**config.mk**
```make
export PLATFORM = sky130hd
export DESIGN_NAME = decode_stage
export DESIGN_NICKNAME = d
export VERILOG_FILES = /design/src/rtl/cpu_pkg.sv /design/src/rtl/instr_decoder.sv /design/src/rtl/decode_stage.sv
export SDC_FILE = /design/constraint.sdc
export NUM_CORES = 1
export LEC_CHECK = 0
export BUFFER_PORTS_ARGS = -buffer_cell sky130_fd_sc_hd__clkbuf_2
export CAP_MARGIN = 20
export CORE_AREA = 2 2 135 137
export CTS_CLUSTER_DIAMETER = 150
export DETAILED_ROUTE_END_ITERATION = 10
export DIE_AREA = 0 0 137 139
export PLACE_DENSITY = 0.68
export SYNTH_ARGS = -nofsm -noshare
export SYNTH_HDL_FRONTEND = slang
export SYNTH_SLANG_ARGS = --single-unit
```
**constraint.sdc**
```tcl
create_clock -name clk -period 2.91 [get_ports clk]
set_input_delay 0.582 -clock clk [delete_from_list [all_inputs] [get_ports clk]]
set_output_delay 0.582 -clock clk [all_outputs]
set_load 0.02 [all_outputs]
```
**src/rtl/cpu_pkg.sv**
```systemverilog
// rtl/cpu_pkg.sv - shared RV32I opcodes, ALU op and immediate-format types
package cpu_pkg;

    localparam logic [6:0] OPC_LUI    = 7'b0110111;
    localparam logic [6:0] OPC_AUIPC  = 7'b0010111;
    localparam logic [6:0] OPC_JAL    = 7'b1101111;
    localparam logic [6:0] OPC_JALR   = 7'b1100111;
    localparam logic [6:0] OPC_BRANCH = 7'b1100011;
    localparam logic [6:0] OPC_LOAD   = 7'b0000011;
    localparam logic [6:0] OPC_STORE  = 7'b0100011;
    localparam logic [6:0] OPC_OP_IMM = 7'b0010011;
    localparam logic [6:0] OPC_OP     = 7'b0110011;

    typedef enum logic [3:0] {
        ALU_ADD   = 4'd0,
        ALU_SUB   = 4'd1,
        ALU_SLL   = 4'd2,
        ALU_SLT   = 4'd3,
        ALU_SLTU  = 4'd4,
        ALU_XOR   = 4'd5,
        ALU_SRL   = 4'd6,
        ALU_SRA   = 4'd7,
        ALU_OR    = 4'd8,
        ALU_AND   = 4'd9,
        ALU_PASSB = 4'd10
    } alu_op_e;

    typedef enum logic [2:0] {
        IMM_NONE,
        IMM_I,
        IMM_S,
        IMM_B,
        IMM_U,
        IMM_J
    } imm_fmt_e;

    // alt selects SUB on funct3=000 and SRA on funct3=101
    function automatic alu_op_e alu_from_funct3(input logic [2:0] f3, input logic alt);
        alu_op_e op;
        op = ALU_ADD;
        case (f3)
            3'b000:  op = alt ? ALU_SUB : ALU_ADD;
            3'b001:  op = ALU_SLL;
            3'b010:  op = ALU_SLT;
            3'b011:  op = ALU_SLTU;
            3'b100:  op = ALU_XOR;
            3'b101:  op = alt ? ALU_SRA : ALU_SRL;
            3'b110:  op = ALU_OR;
            default: op = ALU_AND;
        endcase
        return op;
    endfunction

endpackage

```
**src/rtl/instr_decoder.sv**
```systemverilog
// rtl/instr_decoder.sv - combinational RV32I decode of controls, immediate and source use
module instr_decoder
    import cpu_pkg::*;
(
    input  logic [31:0] instr_i,
    output logic [4:0]  rd_o,
    output logic [2:0]  funct3_o,
    output logic [31:0] imm_o,
    output logic [3:0]  alu_op_o,
    output logic        alu_src_imm_o,
    output logic        alu_src_pc_o,
    output logic        reg_write_o,
    output logic        mem_read_o,
    output logic        mem_write_o,
    output logic        branch_o,
    output logic        jump_o,
    output logic        illegal_o,
    output logic        use_rs1_o,
    output logic        use_rs2_o
);

    logic [6:0] opcode;
    logic [2:0] funct3;
    imm_fmt_e   fmt;
    alu_op_e    alu;
    logic       rw;

    assign opcode   = instr_i[6:0];
    assign funct3   = instr_i[14:12];
    assign rd_o     = instr_i[11:7];
    assign funct3_o = funct3;
    assign alu_op_o = alu;

    always_comb begin
        fmt           = IMM_NONE;
        alu           = ALU_ADD;
        alu_src_imm_o = 1'b0;
        alu_src_pc_o  = 1'b0;
        rw            = 1'b0;
        mem_read_o    = 1'b0;
        mem_write_o   = 1'b0;
        branch_o      = 1'b0;
        jump_o        = 1'b0;
        illegal_o     = 1'b0;
        use_rs1_o     = 1'b1;
        use_rs2_o     = 1'b0;
        case (opcode)
            OPC_LUI: begin
                fmt = IMM_U; alu = ALU_PASSB; alu_src_imm_o = 1'b1; rw = 1'b1; use_rs1_o = 1'b0;
            end
            OPC_AUIPC: begin
                fmt = IMM_U; alu_src_imm_o = 1'b1; alu_src_pc_o = 1'b1; rw = 1'b1; use_rs1_o = 1'b0;
            end
            OPC_JAL: begin
                fmt = IMM_J; alu_src_imm_o = 1'b1; alu_src_pc_o = 1'b1; jump_o = 1'b1;
                rw = 1'b1; use_rs1_o = 1'b0;
            end
            OPC_JALR: begin
                fmt = IMM_I; alu_src_imm_o = 1'b1; jump_o = 1'b1; rw = 1'b1;
            end
            // ALU computes the branch target; the compare itself happens in EX
            OPC_BRANCH: begin
                fmt = IMM_B; alu_src_imm_o = 1'b1; alu_src_pc_o = 1'b1; branch_o = 1'b1;
                use_rs2_o = 1'b1;
            end
            OPC_LOAD: begin
                fmt = IMM_I; alu_src_imm_o = 1'b1; mem_read_o = 1'b1; rw = 1'b1;
            end
            OPC_STORE: begin
                fmt = IMM_S; alu_src_imm_o = 1'b1; mem_write_o = 1'b1; use_rs2_o = 1'b1;
            end
            OPC_OP_IMM: begin
                fmt = IMM_I; alu_src_imm_o = 1'b1; rw = 1'b1;
                alu = alu_from_funct3(funct3, (funct3 == 3'b101) && instr_i[30]);
            end
            OPC_OP: begin
                alu = alu_from_funct3(funct3, instr_i[30]); rw = 1'b1; use_rs2_o = 1'b1;
            end
            default: illegal_o = 1'b1;
        endcase
        reg_write_o = rw && (instr_i[11:7] != 5'd0);
    end

    always_comb begin
        imm_o = 32'd0;
        case (fmt)
            IMM_I:   imm_o = {{20{instr_i[31]}}, instr_i[31:20]};
            IMM_S:   imm_o = {{20{instr_i[31]}}, instr_i[31:25], instr_i[11:7]};
            IMM_B:   imm_o = {{19{instr_i[31]}}, instr_i[31], instr_i[7], instr_i[30:25],
                              instr_i[11:8], 1'b0};
            IMM_U:   imm_o = {instr_i[31:12], 12'd0};
            IMM_J:   imm_o = {{11{instr_i[31]}}, instr_i[31], instr_i[19:12], instr_i[20],
                              instr_i[30:21], 1'b0};
            default: imm_o = 32'd0;
        endcase
    end

endmodule

```
**src/rtl/decode_stage.sv**
```systemverilog
// rtl/decode_stage.sv - RV32I decode with ID/EX register, load-use interlock and flush
module decode_stage
    import cpu_pkg::*;
#(
    parameter int XLEN        = 32,
    parameter int STALL_CNT_W = 16
) (
    input  logic                   clk,
    input  logic                   rst_n,
    input  logic                   if_valid,
    output logic                   if_ready,
    input  logic [31:0]            if_instr,
    input  logic [XLEN-1:0]        if_pc,
    output logic [4:0]             rs1_addr,
    output logic [4:0]             rs2_addr,
    input  logic [XLEN-1:0]        rs1_data,
    input  logic [XLEN-1:0]        rs2_data,
    input  logic                   flush,
    input  logic                   ex_ready,
    output logic                   ex_valid,
    output logic [XLEN-1:0]        ex_pc,
    output logic [XLEN-1:0]        ex_rs1_data,
    output logic [XLEN-1:0]        ex_rs2_data,
    output logic [XLEN-1:0]        ex_imm,
    output logic [4:0]             ex_rd,
    output logic [3:0]             ex_alu_op,
    output logic                   ex_alu_src_imm,
    output logic                   ex_alu_src_pc,
    output logic                   ex_reg_write,
    output logic                   ex_mem_read,
    output logic                   ex_mem_write,
    output logic                   ex_branch,
    output logic                   ex_jump,
    output logic                   ex_illegal,
    output logic [2:0]             ex_funct3,
    output logic [STALL_CNT_W-1:0] stall_cnt
);

    logic [4:0]  dec_rd;
    logic [2:0]  dec_funct3;
    logic [31:0] dec_imm;
    logic [3:0]  dec_alu_op;
    logic [7:0]  dec_ctrl;
    logic        dec_use_rs1, dec_use_rs2;

    logic                   ex_valid_q;
    logic [XLEN-1:0]        ex_pc_q, ex_rs1_q, ex_rs2_q, ex_imm_q;
    logic [4:0]             ex_rd_q;
    logic [3:0]             ex_alu_op_q;
    logic [2:0]             ex_funct3_q;
    logic [7:0]             ex_ctrl_q;
    logic [STALL_CNT_W-1:0] stall_cnt_q, stall_cnt_d;
    logic                   hazard, accept;

    instr_decoder u_dec (
        .instr_i       (if_instr),
        .rd_o          (dec_rd),
        .funct3_o      (dec_funct3),
        .imm_o         (dec_imm),
        .alu_op_o      (dec_alu_op),
        .alu_src_imm_o (dec_ctrl[7]),
        .alu_src_pc_o  (dec_ctrl[6]),
        .reg_write_o   (dec_ctrl[5]),
        .mem_read_o    (dec_ctrl[4]),
        .mem_write_o   (dec_ctrl[3]),
        .branch_o      (dec_ctrl[2]),
        .jump_o        (dec_ctrl[1]),
        .illegal_o     (dec_ctrl[0]),
        .use_rs1_o     (dec_use_rs1),
        .use_rs2_o     (dec_use_rs2)
    );

    assign rs1_addr = if_instr[19:15];
    assign rs2_addr = if_instr[24:20];

    // A load in ID/EX whose rd feeds the incoming instruction must leave before it is read
    assign hazard = if_valid && ex_valid_q && ex_ctrl_q[4] && (ex_rd_q != 5'd0) &&
                    ((dec_use_rs1 && (rs1_addr == ex_rd_q)) ||
                     (dec_use_rs2 && (rs2_addr == ex_rd_q)));
    assign accept   = !hazard && (!ex_valid_q || ex_ready);
    assign if_ready = accept;

    assign stall_cnt_d = (&stall_cnt_q) ? stall_cnt_q : stall_cnt_q + 1'b1;

    always_ff @(posedge clk or negedge rst_n) begin
        if (!rst_n) begin
            ex_valid_q  <= 1'b0;
            ex_pc_q     <= '0;
            ex_rs1_q    <= '0;
            ex_rs2_q    <= '0;
            ex_imm_q    <= '0;
            ex_rd_q     <= '0;
            ex_alu_op_q <= ALU_ADD;
            ex_funct3_q <= '0;
            ex_ctrl_q   <= '0;
            stall_cnt_q <= '0;
        end else if (flush) begin
            ex_valid_q <= 1'b0;
        end else if (if_valid && accept) begin
            ex_valid_q  <= 1'b1;
            ex_pc_q     <= if_pc;
            ex_rs1_q    <= rs1_data;
            ex_rs2_q    <= rs2_data;
            ex_imm_q    <= dec_imm;
            ex_rd_q     <= dec_rd;
            ex_alu_op_q <= dec_alu_op;
            ex_funct3_q <= dec_funct3;
            ex_ctrl_q   <= dec_ctrl;
        end else if (hazard && ex_ready) begin
            ex_valid_q  <= 1'b0;
            stall_cnt_q <= stall_cnt_d;
        end else if (ex_valid_q && ex_ready) begin
            ex_valid_q <= 1'b0;
        end
    end

    assign ex_valid       = ex_valid_q;
    assign ex_pc          = ex_pc_q;
    assign ex_rs1_data    = ex_rs1_q;
    assign ex_rs2_data    = ex_rs2_q;
    assign ex_imm         = ex_imm_q;
    assign ex_rd          = ex_rd_q;
    assign ex_alu_op      = ex_alu_op_q;
    assign ex_funct3      = ex_funct3_q;
    assign ex_alu_src_imm = ex_ctrl_q[7];
    assign ex_alu_src_pc  = ex_ctrl_q[6];
    assign ex_reg_write   = ex_ctrl_q[5];
    assign ex_mem_read    = ex_ctrl_q[4];
    assign ex_mem_write   = ex_ctrl_q[3];
    assign ex_branch      = ex_ctrl_q[2];
    assign ex_jump        = ex_ctrl_q[1];
    assign ex_illegal     = ex_ctrl_q[0];
    assign stall_cnt      = stall_cnt_q;

endmodule

```
### After elaboration in Yosys (flattened, before gate mapping)

Index checks and enable logic that the tools add are counted.
W data, S select, Z words.

| word-level totals | value |
|---|---|
| output and inout port bits | 176 |
| register bits after elaboration | 165 |
| word-level logic and storage cells | 91 |
| bits of input ports | 133 |

| operators by class | value |
|---|---|
| muxes and demuxes | 23 |
| reductions and logical operators | 32 |
| $add $sub $neg | 1 |
| equality and inequality tests | 22 |
| bitwise logic cells | 3 |

Operator list:

| cell | count |
|---|---|
| $pmux W32 S5 | 1 |
| $pmux W4 S7 | 2 |
| $eq A7 B6 Y1 const B | 3 |
| $eq A7 B7 Y1 const B | 3 |
| $mux W1 | 18 |
| $add A16 B1 Y16 const B | 1 |
| $reduce_and A16 Y1 | 1 |
| $eq A3 B3 Y1 const B | 5 |
| $pmux W3 S5 | 1 |
| $eq A7 B5 Y1 const B | 2 |
| $eq A3 B2 Y1 const B | 4 |
| $logic_and A1 B1 Y1 | 12 |
| $pmux W4 S3 | 1 |
| $reduce_or A3 Y1 | 4 |
| $eq A5 B5 Y1 | 2 |
| $reduce_bool A5 Y1 | 2 |
| $reduce_or A9 Y1 | 1 |
| $reduce_or A8 Y1 | 1 |
| $eq A7 B2 Y1 const B | 1 |
| $reduce_or A7 Y1 | 1 |
| $eq A3 B1 Y1 const B | 2 |
| $reduce_and A4 Y1 | 1 |
| $reduce_bool A4 Y1 | 1 |
| $reduce_or A2 Y1 | 2 |
| 5 further kinds | 9 |

### Depth between registers and ports, before layout

Gate-level depths: netlist of run 1.

| logic depth | value |
|---|---|
| word-level depth | 11 |
| mapped depth | 9 |
| gate-level depth less buffers | 6 |

### By module

Synthesis of run 1 repeated with hierarchy kept, for this count alone.

| unflattened totals | value |
|---|---|
| cells, all modules | 556 |
| area, all modules | 7534.7 um^2 |

By module, submodules not included:

| module | cells an instance | times used | area each (um^2) | sequential area each (um^2) |
|---|---|---|---|---|
| decode_stage | 431 | 1 | 6655.1 | 4129.0 |
| instr_decoder | 125 | 1 | 879.6 | 0.0 |

### Worst setup path after synthesis of run 1

Ideal clock, no wire load.

| timing | value |
|---|---|
| path type | input port to flip-flop |
| start | input if_instr[6] |
| end | register ex_funct3_q[1] (netlist: ex_funct3[1]) |
| stages | 9 |
| data required time | 2.782 ns |
| path buffers | 3 |
| setup slack | 0.316 ns |
| library setup time | 0.128 ns |
| arrival time | 2.467 ns |
| cells stage by stage | nand4b_4 -> nor3b_4 -> or2_1 -> buf_4 -> o21ai_2 -> nor4b_4 -> buf_2 -> buf_4 -> mux2_1 |

| on the way | value |
|---|---|
| longest elaborated chain between the ends | 10 |
| elaborated cells between the ends (all ways) | 18 |
| classes of those cells | eq/ne: 6; mux: 2; reduce/logical: 10 |

Ends and longest elaborated chain:

| item | RTL line | RTL |
|---|---|---|
| start: declaration | decode_stage.sv:12 | `input logic [31:0] if_instr,` |
| $eq A7 B6 Y1, or another cell as far along | instr_decoder.sv:47 | `case (opcode)` |
| $reduce_or A3 Y1 (no line) | -- |  |
| $mux W1 | instr_decoder.sv:47 |  |
| $logic_and A1 B1 Y1, on equally long branches | decode_stage.sv:78, decode_stage.sv:79 |  |
| $logic_or A1 B1 Y1 (*) | decode_stage.sv:78 | `((dec_use_rs1 && (rs1_addr == ex_rd_q)) \|\|` |
| $logic_and A1 B1 Y1 (*) | decode_stage.sv:77 | `assign hazard = if_valid && ex_valid_q && ex_ctrl_q[4] && (ex_rd_q != 5'd0) &&` |
| $logic_not A1 Y1 (*) | decode_stage.sv:80 | `assign accept = !hazard && (!ex_valid_q \|\| ex_ready);` |
| $logic_and A1 B1 Y1 (*) | decode_stage.sv:80 |  |
| $logic_and A1 B1 Y1 (*) | decode_stage.sv:99 | `end else if (if_valid && accept) begin` |
| $reduce_and A2 Y1 (no line) (*) | -- |  |
| end signal: assignment | decode_stage.sv:107 | `ex_funct3_q <= dec_funct3;` |
| end: declaration | decode_stage.sv:50 | `logic [2:0] ex_funct3_q;` |

Mark *: on every way between the ends. The rest lies on a longest branch, timed or not.
A chain may end at the register's enable or synchronous reset.

### Worst setup path after layout of run 1

| timing | value |
|---|---|
| start | input if_instr[3] |
| end | output if_ready |

| on the way | value |
|---|---|
| longest elaborated chain between the ends | 8 |
| elaborated cells between the ends (all ways) | 16 |
| classes of those cells | eq/ne: 6; mux: 2; reduce/logical: 8 |

Ends and longest elaborated chain:

| item | RTL line | RTL |
|---|---|---|
| $eq A7 B6 Y1, or another cell as far along | instr_decoder.sv:47 |  |
| $reduce_or A3 Y1 (no line) | -- |  |
| $mux W1 | instr_decoder.sv:47 |  |
| $logic_and A1 B1 Y1, on equally long branches | decode_stage.sv:78, decode_stage.sv:79 |  |
| $logic_or A1 B1 Y1 (*) | decode_stage.sv:78 |  |
| $logic_and A1 B1 Y1 (*) | decode_stage.sv:77 |  |
| $logic_not A1 Y1 (*) | decode_stage.sv:80 |  |
| $logic_and A1 B1 Y1 (*) | decode_stage.sv:80 |  |
| end: declaration | decode_stage.sv:11 | `output logic if_ready,` |

Marked as above.

==> results.cfg, run 1 <==
[outcome]
outcome = complete, no violations

[floorplan]
die_y_um = 139
start_util_pct = 40.4
fp.coreArea_sq_um = 17700
ios = 309
fp.dieArea_sq_um = 19000
rows = 49
die_w_um = 137

[final_layout]
stdcell_area_sq_um = 9690
fillers = 1559
post-route-util_pct = 54.9
drive_above_1_share_pct = 47.8
layout_common_cells = clkbuf_2, dfrtp_1, mux2_1, mux2_2, inv_1
n_antenna_cell = 0
finalNonFillerCells = 1108
area_delta_synth_final_pct = 35.8
layout_commonest_cell = clkbuf_2
final_nets = 1000

[grt]
grt_pass1_wl_um = 28000
grt_max_degree = 166
track_usage_pct = 18.9
grt_pass1_vias = 5526
grt_antenna_before_repair = 0
overflow = 0

[logic_synthesis]
synth-edff-count = 0
synth_flop_cell = dfrtp_1
synth_area_leaders = dfrtp_1, mux2_1, mux2_2
synth_area_sq_um = 7130
synth_top_cell_by_area = dfrtp_1
ys_ff_latch = 165
synth_nets = 671
yosysSeqAreaShare_pct = 57.9
postSynthAreaPerCell_sq_um = 13.3
synthCells = 537
synth_top_area_share_pct = 57.9
synthArstFlopShare_pct = 100
yosys.cell_types.count = 41
yosysWarnings = 0

[clock_tree]
clk_latency_ns = 0.42
cts_max_path_buffers = 2
htree_num_levels = 4
clockRootBuffer = clkbuf_16
cts_tree = built
ctsHoldBuffers = 0
numCtsBuffers = 17
clk_pin_slew_worst_paths_ns = 0.06
clock_sinks = 165

[place]
dp_cells = 1073
placed_cell_area_sq_um = 9020
gp_congestion = 0.839
port_buffers = 308
dp.final_hpwl_um = 13400

[timing]
rsz0062_at_grt = false
holdWs_ns = 0.287
tightest_slew_ns = 0.883
finalHoldViolCount = 0
fin_crit_ns = 2.79
max_freq_ghz = 0.359
fin_skew_ns = 0.00985
tns_ns = 0
setup_viol_count_final = 0
slew_headroom_pct = 41.1
maxSlewViolCount = 0
post-route-period-util_pct = 95.8

[routing]
vias = 5315
routed_wirelength_um = 17800
vias_per_cell = 4.80
drc = 0
wl_per_cell_um = 16.0
dr.first_iter.drc_count = 279
drt-pass1-iter-count = 6
ant_nets = 0

[hold_path]
hp-class = in -> async

[pwr]
ir_worst_vdd_v = 0.000378
power.leakage_uw = 0.00486
powerDensity_nw_per_um2 = 652

[setup_path]
cp-end-kind = output port
critical_path_class = in -> out
arrival_ns = 2.20
worst_setup_path_start_kind = primary input
path_max_fanout = 16
cp_data_required_time_ns = 2.33

[flow_run]
max-cap-violations = 0
[final timing paths]
kind                                    from  slack [ns]  depth (start not counted)         endpoint
max in group asynchronous              rst_n        1.96                          2  ex_rs1_data[20]
worst min-delay path                   rst_n        0.29                          2     ex_alu_op[2]
worst max register to register      ex_rd[0]        0.57                          9       ex_imm[30]
min in group clk                rs1_data[28]        0.37                          2  ex_rs1_data[28]
worst max-delay path             if_instr[3]        0.12                          9         if_ready
worst min register to register     ex_pc[20]        0.48                          1        ex_pc[20]
[stage by stage]
stage / worst slack [ns] / power [uW]
after global routing: 0.0224 / 6610
after CTS: 0.0737 / 6400
after global placement: -0.245 / 3990
final: 0.123 / 6320
after detailed placement: -0.285 / 4020
after floorplan: 0.316 / 3460
[per-layer routing]
layer / share of wire, % / track usage, %
met1: 40 / 22.7
met3: 8.3 / 6.76
met5: 0 / 0
met4: 1.9 / 6.67
met2: 49 / 31.1
[cell families (layout without fill, tap and decap cells)]
| logic type | count (synthesis) | count (layout) | share of synthesized area [%] |
|---|---|---|---|
| adders and majority gates | 1 | 1 | 0.175 |
| muxes | 152 | 152 | 23.5 |
| buffers and inverters | 64 | 406 | 4.67 |
| and+or+nand+nor | 89 | 89 | 7.10 |
| AOI/OAI and AO/OA | 42 | 42 | 3.74 |
| DFF | 165 | 165 | 57.9 |
| xor gates and xnor gates | 24 | 24 | 2.95 |
[power by group]
| part | total [uW] | switching [uW] | internal [uW] |
|---|---|---|---|
| clock | 2360 | 982 | 1380 |
| sequential | 2720 | 150 | 2570 |
| combinational | 1240 | 739 | 500 |
[Yosys cell counts, types with 2 or more instances]
| cell | count |
|---|---|
| a211oi_1 | 2 |
| a21oi_1 | 22 |
| a22o_1 | 6 |
| and2_1 | 4 |
| and3_1 | 7 |
| buf_2 | 5 |
| buf_4 | 21 |
| clkbuf_1 | 5 |
| dfrtp_1 | 165 |
| inv_1 | 32 |
| mux2_1 | 82 |
| mux2_2 | 41 |
| mux2i_1 | 29 |
| nand2_1 | 18 |
| nand2b_1 | 4 |
| nand3_1 | 14 |
| nand4_1 | 10 |
| nor2_1 | 10 |
| nor2b_1 | 3 |
| nor3_1 | 9 |
| nor4_1 | 2 |
| o21ai_0 | 4 |
| or3_1 | 2 |
| xnor2_1 | 16 |
| xor2_1 | 8 |
[what timing repair did]
action,in CTS,in global routing
pin swaps,0,1
gates resized for setup,2,2
setup endpoints to repair,1,4
setup buffers,0,3
[worst max-delay path: stages]
cell and delay [ns]:
clkbuf_2 0.13, or2_2 0.34, a2111oi_4 0.30, buf_4 0.16
nand4_1 0.10, o21ai_2 0.13, buf_6 0.21, nor2_1 0.06
clkbuf_2 0.17
[state kept, by name (all words and copies together), names as in the netlist]
name	cells
ex_alu_op	4
ex_ctrl_q	8
ex_funct3	3
ex_imm	32
ex_pc	32
ex_rd	5
ex_rs1_data	32
ex_rs2_data	32
ex_valid	1
stall_cnt	16
[layout make-up]
| cell class | instances | area [sq um] | area share (%) |
|---|---|---|---|
| clock buffers | 18 | 429 | 4.43 |
| clock inverters | 14 | 189 | 1.95 |
| inverters | 32 | 120 | 1.24 |
| multi-input cells | 308 | 2690 | 27.8 |
| flip-flops and latches | 165 | 4130 | 42.6 |
| well taps | 229 | 287 | 2.96 |
| repair buffers | 342 | 1840 | 19.0 |
(Power assumes the default switching activity.)
==> run 2: changes to the inputs <==
- CORE_AREA: 2 2 135 137 -> 2 2 139 141
- DIE_AREA: 0 0 137 139 -> 0 0 141 143
- PLACE_DENSITY: 0.68 -> 0.69
- SETUP_SLACK_MARGIN: unset -> 0.05
- SYNTH_HIERARCHICAL: unset -> 1
==> run 2 against run 1 <==
Net effect: global-route usage down 0.71 points; final area up 3.7%; highest routed layer unchanged; area after synthesis up 5.6%; sequential power about the same.
==> results.cfg, run 2 <==
[outcome]
outcome = complete, no violations

[hold_path]
hp-class = in -> async

[grt]
grt_max_degree = 68
overflow = 0
track_usage_pct = 18.2
grt_pass1_wl_um = 28800
grt_antenna_before_repair = 0
grt_pass1_vias = 5361

[final_layout]
layout_common_cells = clkbuf_2, dfrtp_1, mux2_2, mux2_4, xnor2_1
multi_input_area_sq_um = 3150
regArea_sq_um = 4130
stdcell_area_sq_um = 10000
n_antenna_cell = 0
layout_commonest_cell = clkbuf_2
final_nets = 999
drive_above_1_share_pct = 61.0
fillers = 1596
post-route-util_pct = 54.1
area_delta_synth_final_pct = 33.3

[logic_synthesis]
synth_common_cells = dfrtp_1, mux2_2, xnor2_1
yosys.cell_types.count = 51
yosysSeqAreaShare_pct = 54.8
synth_flop_cell = dfrtp_1
synth-edff-count = 0
synth_top_cell_by_area = dfrtp_1
synth_nets = 690
postSynthAreaPerCell_sq_um = 13.6
synth_area_sq_um = 7530
synth_top_area_share_pct = 54.8
synth_area_leaders = dfrtp_1, mux2_2, xnor2_1
yosysWarnings = 6
synth.most_common_cell = dfrtp_1
synthCells = 556
synthArstFlopShare_pct = 100
ys_ff_latch = 165

[floorplan]
ios = 309
die_y_um = 143
fp.coreArea_sq_um = 18600
fp.dieArea_sq_um = 20200
rows = 50
start_util_pct = 40.6
die_w_um = 141

[routing]
wl_per_cell_um = 16.8
drt-pass1-iter-count = 4
dr.first_iter.drc_count = 270
drc = 0
ant_nets = 0
vias_per_cell = 4.94
routed_wirelength_um = 18600
vias = 5496

[setup_path]
worst_setup_path_start_kind = flip-flop
max_stage_delay_ns = 0.56
path_max_fanout = 13
critical_path_class = reg -> out
cp_data_required_time_ns = 2.33
crit_chain = or4_4 > o21a_1 > buf_4 > a21oi_2 > clkbuf_4
arrival_ns = 2.20
critPathSlowestCell = or4_4
cp-end-kind = output port

[timing]
tightest_slew_ns = 0.650
fin_skew_ns = 0.0108
rsz0062_at_grt = false
setup_viol_count_final = 0
post-route-period-util_pct = 95.5
slew_headroom_pct = 56.7
max_freq_ghz = 0.360
maxSlewViolCount = 0
fin_crit_ns = 2.78
finalHoldViolCount = 0

[pwr]
power_uw = 6250
switching_share_pct = 31.2
p_sw_uw = 1950
ir_worst_vdd_v = 0.000376
cell_internal_pwr_uw = 4300
powerDensity_nw_per_um2 = 622
power_frac_comb_pct = 21.8
seqPwrFrac_pct = 43.6
power.leakage_uw = 0.00511
p_clk_share_pct = 34.6

[clock_tree]
clk_latency_ns = 0.42
htree_num_levels = 4
ctsHoldBuffers = 0
postCtsSetupBuffers = 0
numCtsBuffers = 17
clk_pin_slew_worst_paths_ns = 0.07
clockRootBuffer = clkbuf_16
clock_sinks = 165
cts_max_path_buffers = 2
cts_tree = built

[flow_run]
max-cap-violations = 0

[place]
placed_cell_area_sq_um = 9460
gp_congestion = 0.835
dp.final_hpwl_um = 14000
port_buffers = 308
-- run 2: path summary, 6_finish.rpt --
path / to / from / cells after the start / slack (ns)
min reg2reg: stall_cnt[13] / stall_cnt[13] / 1 / 0.50
max reg2reg: ex_pc[6] / ex_rd[1] / 6 / 0.43
min in group clk: ex_rs2_data[15] / rs2_data[15] / 2 / 0.39
min: ex_rs2_data[0] / rst_n / 1 / 0.16
max in group asynchronous: ex_rs1_data[11] / rst_n / 2 / 2.02
max: if_ready / ex_rd[1] / 5 / 0.13
-- run 2: layer usage --
metal | up-vias | wire (um) | GRT usage [%]
met5 | - | 0 | 0
met4 | 0 | 370 | 6.26
met3 | 30 | 1130 | 5.26
met2 | 207 | 8800 | 28.0
met1 | 2656 | 8330 | 24.8
li1 | 2603 | - | -
-- run 2: cells by family after synthesis --
family / after synthesis / share of synthesized area (%)
compound gates: 51 / 5.71
flops: 165 / 54.8
fa+ha+maj: 1 / 0.166
xor+xnor: 26 / 3.02
mux: 152 / 22.7
buf+inv: 55 / 5.28
simple gates: 106 / 8.34
-- run 2: timing repair --
item	4_1_cts	5_1_grt
setup endpoints to repair	1	1
endpoints found under the hold margin	0	0
resized for setup	2	3
-- run 2: cell type report --
type	count	share of cell area, %
flip-flops and latches	165	41.1
multi-input cells	336	31.4
repair buffers	338	18.7
clock buffers	18	4.27
well taps	234	2.92
clock inverters	14	1.37
inverters	7	0.262
-- run 2: worst max-delay path, delay by kind of cell, from the launching register on --
| family | cells | cell delay, ns |
|---|---|---|
| simple gates | 1 | 0.56 |
| compound gates | 2 | 0.39 |
| flops | 1 | 0.45 |
| buf+inv | 2 | 0.39 |
-- run 2: stage by stage --
| stage | setup slack, ns | cells | setup TNS, ns | hold WS, ns |
|---|---|---|---|---|
| final | 0.132 | 1112 | 0 | 0.160 |
| after global routing | 0.0594 | 1112 | 0 | 0.194 |
| after CTS | 0.0572 | 1112 | 0 | 0.180 |
| after detailed placement | -0.0680 | 1080 | -3.63 | 0.492 |
| after global placement | -0.00685 | 1080 | -0.114 | 0.485 |
| after floorplan | -0.0890 | 556 | -10.25 | 0.286 |
-- run 2: power by group through the flow --
stage / Clock, uW / Combinational (uW) / Sequential [uW]
after CTS: 2230 / 1380 / 2720
after floorplan: 0 / 501 / 3090
after global placement: 0 / 1360 / 2760
after global routing: 2330 / 1450 / 2760
final: 2160 / 1360 / 2720
after detailed placement: 0 / 1380 / 2760
